$ cat src/rtl/riscv_pkg.sv
// Shared RV32 front-end definitions.
//   XLEN          width of PC and instruction words
//   NOP_INSTR     canonical NOP (addi x0, x0, 0), presented when nothing valid is queued
//   fetch_entry_t {pc, instr} pair as handed from fetch to decode
package riscv_pkg;

    localparam int unsigned XLEN = 32;

    localparam logic [31:0] NOP_INSTR = 32'h00000013;

    typedef struct packed {
        logic [XLEN-1:0] pc;
        logic [XLEN-1:0] instr;
    } fetch_entry_t;

endpackage

$ cat src/rtl/fq_storage.sv
// Register array backing the instruction fetch queue.
//   clk      rising-edge clock
//   wr_en    write wr_data into entry wr_addr at the clock edge
//   wr_addr  write index
//   wr_data  write data
//   rd_addr  read index
//   rd_data  entry at rd_addr, combinational read
// The array has no reset; occupancy tracking in the parent decides what is valid.
module fq_storage #(
    parameter int unsigned DEPTH = 4,
    parameter int unsigned WIDTH = 64,
    parameter int unsigned AW    = $clog2(DEPTH)
) (
    input  logic             clk,
    input  logic             wr_en,
    input  logic [AW-1:0]    wr_addr,
    input  logic [WIDTH-1:0] wr_data,
    input  logic [AW-1:0]    rd_addr,
    output logic [WIDTH-1:0] rd_data
);

    logic [WIDTH-1:0] r_mem [DEPTH];

    always_ff @(posedge clk) begin
        if (wr_en) begin
            r_mem[wr_addr] <= wr_data;
        end
    end

    assign rd_data = r_mem[rd_addr];

endmodule

$ cat src/rtl/instr_fetch_queue.sv
// Decoupling FIFO between instruction fetch and decode. Buffers {pc, instr} pairs and hands
// them to decode in order; flush drops all wrong-path entries on a redirect.
//   clk, reset            rising-edge clock, asynchronous active-high reset
//   in_valid/in_ready     fetch-side handshake; in_pc/in_instr are the offered entry
//   out_valid/out_ready   decode-side handshake; out_pc/out_instr are the head entry
//   flush                 synchronous clear, overrides any push/pop in the same cycle
//   count                 current occupancy (0..DEPTH)
// DEPTH must be a power of two >= 2 so the pointers wrap by natural overflow.
module instr_fetch_queue #(
    parameter int unsigned XLEN  = 32,
    parameter int unsigned DEPTH = 4
) (
    input  logic                     clk,
    input  logic                     reset,
    input  logic                     in_valid,
    output logic                     in_ready,
    input  logic [XLEN-1:0]          in_pc,
    input  logic [XLEN-1:0]          in_instr,
    output logic                     out_valid,
    input  logic                     out_ready,
    output logic [XLEN-1:0]          out_pc,
    output logic [XLEN-1:0]          out_instr,
    input  logic                     flush,
    output logic [$clog2(DEPTH):0]   count
);

    import riscv_pkg::NOP_INSTR;

    localparam int unsigned PW = $clog2(DEPTH);
    localparam int unsigned CW = PW + 1;

    logic [PW-1:0]     r_wr_ptr;
    logic [PW-1:0]     r_rd_ptr;
    logic [CW-1:0]     r_count;
    logic              w_push;
    logic              w_pop;
    logic [2*XLEN-1:0] w_rd_data;

    // Ready/valid come only from registered occupancy: no full pass-through, no fall-through.
    assign in_ready  = (r_count != CW'(DEPTH));
    assign out_valid = (r_count != '0);
    assign w_push    = in_valid & in_ready;
    assign w_pop     = out_valid & out_ready;

    always_ff @(posedge clk or posedge reset) begin
        if (reset) begin
            r_wr_ptr <= '0;
            r_rd_ptr <= '0;
            r_count  <= '0;
        end else if (flush) begin
            r_wr_ptr <= '0;
            r_rd_ptr <= '0;
            r_count  <= '0;
        end else begin
            if (w_push) begin
                r_wr_ptr <= r_wr_ptr + PW'(1);
            end
            if (w_pop) begin
                r_rd_ptr <= r_rd_ptr + PW'(1);
            end
            if (w_push && !w_pop) begin
                r_count <= r_count + CW'(1);
            end else if (w_pop && !w_push) begin
                r_count <= r_count - CW'(1);
            end
        end
    end

    fq_storage #(
        .DEPTH (DEPTH),
        .WIDTH (2 * XLEN),
        .AW    (PW)
    ) u_storage (
        .clk     (clk),
        .wr_en   (w_push & ~flush),
        .wr_addr (r_wr_ptr),
        .wr_data ({in_pc, in_instr}),
        .rd_addr (r_rd_ptr),
        .rd_data (w_rd_data)
    );

    // Mask the head when empty so decode never sees stale array contents.
    assign out_pc    = out_valid ? w_rd_data[2*XLEN-1:XLEN] : '0;
    assign out_instr = out_valid ? w_rd_data[XLEN-1:0] : XLEN'(NOP_INSTR);
    assign count     = r_count;

endmodule
$ cat config.mk
export PLATFORM = sky130hd
export DESIGN_NAME = instr_fetch_queue
export DESIGN_NICKNAME = d
export VERILOG_FILES = /design/src/rtl/riscv_pkg.sv /design/src/rtl/fq_storage.sv /design/src/rtl/instr_fetch_queue.sv
export SDC_FILE = /design/constraint.sdc
export NUM_CORES = 1
export LEC_CHECK = 0
export BUFFER_PORTS_ARGS = -buffer_cell sky130_fd_sc_hd__buf_2
export CAP_MARGIN = 20
export CORE_ASPECT_RATIO = 0.8
export CORE_UTILIZATION = 59
export CTS_BUF_LIST = sky130_fd_sc_hd__clkbuf_8
export DETAILED_ROUTE_END_ITERATION = 16
export PLACE_DENSITY = 0.81
export SYNTH_ARGS = -nofsm -noshare
export SYNTH_HDL_FRONTEND = slang
export SYNTH_HIERARCHICAL = 1
export SYNTH_SLANG_ARGS = --single-unit
$ cat constraint.sdc
create_clock -name clk -period 8.69 [get_ports clk]
set_clock_uncertainty 0.1 [all_clocks]
set_input_delay 2.1725 -clock clk [delete_from_list [all_inputs] [get_ports clk]]
set_output_delay 2.1725 -clock clk [all_outputs]
set_load 0.01 [all_outputs]
==> results_dict.tcl <==
set metrics [dict create \
    synth-seq-cells 263 \
    ir_drop_uv 187.7 \
    grt_pass1_vias 5313 \
    relSlewSlack_pct 33.81 \
    portBuffers 137 \
    wl_met3_mm 1.322 \
    ctsHoldBuffers 0 \
    rows 42 \
    pwr-share-clk_pct 26.3 \
    switching_share_pct 28.95 \
    r2r-start "count[2]$_DFFE_PP0P_" \
    instances_no_fill 874 \
    required_ns 6.42 \
    fillers 1065 \
    grt_pass1_wl_mm 28.52 \
    drive_gt1_share_pct 40.03 \
    holdPathStages 1 \
    ff_latch_area_um2 7870 \
    setup_viol 0 \
    synth.avg_cell_area_um2 22.22 \
    setup-tns-final_ns 0 \
    hp-start "count[2]$_DFFE_PP0P_" \
    power_frac_comb_pct 26.9 \
    rsz0062_at_grt "no" \
    clock_latency_ns 0.52 \
    synth_edf_count 256 \
    p_leak_nw 4.173 \
    power.switching_mw 0.9572 \
    root_buffer "clkbuf_8" \
    wl_met2_mm 8.976 \
    cts.path.max_buffers 3 \
    crit_path_max_fanout 38 \
    power.density_nw_per_um2 279.7 \
    cts_resized 0 \
    finalMaxSlewViolations 0 \
    clock_sinks 263 \
    synth_warnings 6 \
    maxUsedRoutingLayer "met5" \
    htree_levels 2 \
    finalCriticalPeriod_ns 5.280 \
    period_share_pct 60.76 \
    wl_per_cell_um 21.07 \
    grt_usage_pct 21.59 \
    dp.cells 801 \
    ant_nets 0 \
    dr.pass1.iters 4 \
    postCtsSetupRepairBufs 0 \
    p_int_mw 2.350 \
    drt_iter0_drc 338 \
    yosysSeqAreaShare_pct 76.24 \
    cts_tree "built" \
    clk_pin_slew_worst_paths_ns 0.06 \
    max-cap-violations 0 \
    dp_hpwl_mm 10.68 \
    multi_input_area_um2 2172 \
    start_util_pct 61.32 \
    yosysUniqueCellTypes 40 \
    synthCells 464 \
    timing.fmax_mhz 189.4 \
    wirelength_mm 18.42 \
    fin_nets 693 \
    routed-via-count 5020 \
    place.gp.congestion 0.7217 \
    hold_viol 0 \
    tightest_slew_ns 0.9929 \
    cp.arrival_ns 3.01 \
    hp-class "reg2reg" \
    ys_async_sr_fraction_pct 2.662 \
    area_growth_pct 14.63 \
    critPathKind "reg2out" \
    synth_flop_cell "edfxtp_1" \
    wl_met1_mm 7.929 \
    synth_nets 534 \
    layout_commonest_cell "edfxtp_1" \
    core_um2 16820 \
    syn-cell-area_um2 10310 \
    startpoint_type "flop" \
    numCtsBuffers 40 \
    drt-vias-per-instance 5.744 \
    status "complete, no violations" \
    pin_count 138 \
    r2r_slack_ns 6.14 \
    rr_endpoint "u_storage/r_mem[3][48]$_DFFE_PP_" \
    r2r_cells 3 \
    grt_max_degree 66 \
    layout_common_cells "edfxtp_1, buf_2, and2_1, mux4_2, clkbuf_8" \
    die_width_um 149.8 \
    die-area_um2 18010 \
    min_to "count[2]$_DFFE_PP0P_" \
    endpoint_kind "primary output" \
    die_h_um 120.3 \
    seqPwrFrac_pct 46.8 \
    drcViolationCount 0 \
    gr-total-overflow 0 \
    totalPowerFinal_mw 3.307 \
    antenna_found_initial 2 \
]
==> worst max-delay path, cell delays in order (launching register included) <==
cell and delay [ns]:
dfrtp_4 0.80, buf_4 0.68, mux4_1 0.63, nand2b_1 0.15, buf_2 0.16
==> layout make-up <==
type | instances | area share (%)
Antenna cell | 2 | 0.04234
Clock buffer | 41 | 4.774
Clock inverter | 30 | 1.058
Inverter | 7 | 0.2223
Multi-Input combinational cell | 168 | 18.37
Sequential cell | 263 | 66.58
Tap cell | 220 | 2.329
Timing Repair Buffer | 143 | 6.626
==> cells in the mapped netlist, types with 2 or more instances <==
cell | n | area (um^2)
nor2_1 | 8 | 30.03
and2_1 | 61 | 381.6
buf_6 | 8 | 90.09
edfxtp_1 | 256 | 7687
buf_12 | 6 | 120.1
buf_2 | 8 | 40.04
and3b_1 | 3 | 26.28
mux4_1 | 4 | 105.1
or3_1 | 2 | 12.51
nand2b_1 | 3 | 18.77
and3_1 | 2 | 12.51
mux4_2 | 60 | 1351
xor2_1 | 2 | 17.52
inv_1 | 6 | 22.52
clkbuf_1 | 2 | 7.510
o21ai_0 | 2 | 10.01
o31ai_1 | 2 | 15.01
dfrtp_1 | 7 | 175.2
==> metrics by stage <==
step | cell area [um^2] | hold WS, ns | util [%] | setup slack (ns)
final | 11820 | 0.5629 | 70.30 | 3.410
after global routing | 11820 | 0.5790 | 70.27 | 3.155
after CTS | 11820 | 0.5513 | 70.27 | 3.317
after detailed placement | 11130 | 0.5372 | 66.17 | 3.882
after global placement | 11050 | 0.4880 | 65.72 | 3.824
after floorplan | 10310 | 0.4037 | - | 0.6655
==> logic make-up (layout without fill, tap and decap cells) <==
group                    Yosys count  after routing  share of synthesized area (%)
flip-flops                       263            263                          76.24
XOR/XNOR                           2              2                         0.1699
AO/OA/AOI/OAI                     14             14                          1.019
buffers and inverters             33            221                          2.876
AND/OR/NAND/NOR                   84             84                          5.023
multiplexers                      67             67                          14.47
adder cells (fa/ha/maj)            1              1                         0.1941
other                              0              2                              0
==> worst max path at each step <==
stage / start / depth (start not counted) / slack [ns] / endpoint
after floorplan: flush / 3 / 0.67 / u_storage/r_mem[0][0]$_DFFE_PP_
after global placement: r_rd_ptr[0]$_DFFE_PP0P_ / 4 / 3.82 / out_instr[1]
after detailed placement: r_rd_ptr[0]$_DFFE_PP0P_ / 4 / 3.88 / out_instr[1]
after CTS: r_rd_ptr[0]$_DFFE_PP0P_ / 4 / 3.32 / out_instr[1]
after global routing: r_rd_ptr[0]$_DFFE_PP0P_ / 4 / 3.15 / out_instr[1]
final: r_rd_ptr[0]$_DFFE_PP0P_ / 4 / 3.41 / out_instr[1]
==> sequential cells by signal (all words and copies together), names as in the netlist <==
name and flops:
r_rd_ptr 2, count 3, r_wr_ptr 2, u_storage/r_mem 256
==> power by group through the flow <==
stage	Clock, mW	Sequential [mW]	Combinational (mW)
after global placement	0	1.57	0.868
after global routing	0.955	1.56	0.968
after floorplan	0	1.51	0.718
after CTS	0.893	1.55	0.905
after detailed placement	0	1.58	0.902
final	0.870	1.55	0.888
==> routing by layer <==
layer	vias up	global-route usage, %
li1	2211	-
met2	191	33.91
met1	2598	30.35
met3	18	5.736
met5	-	0
met4	2	6.187
(Power assumes the default switching activity.)
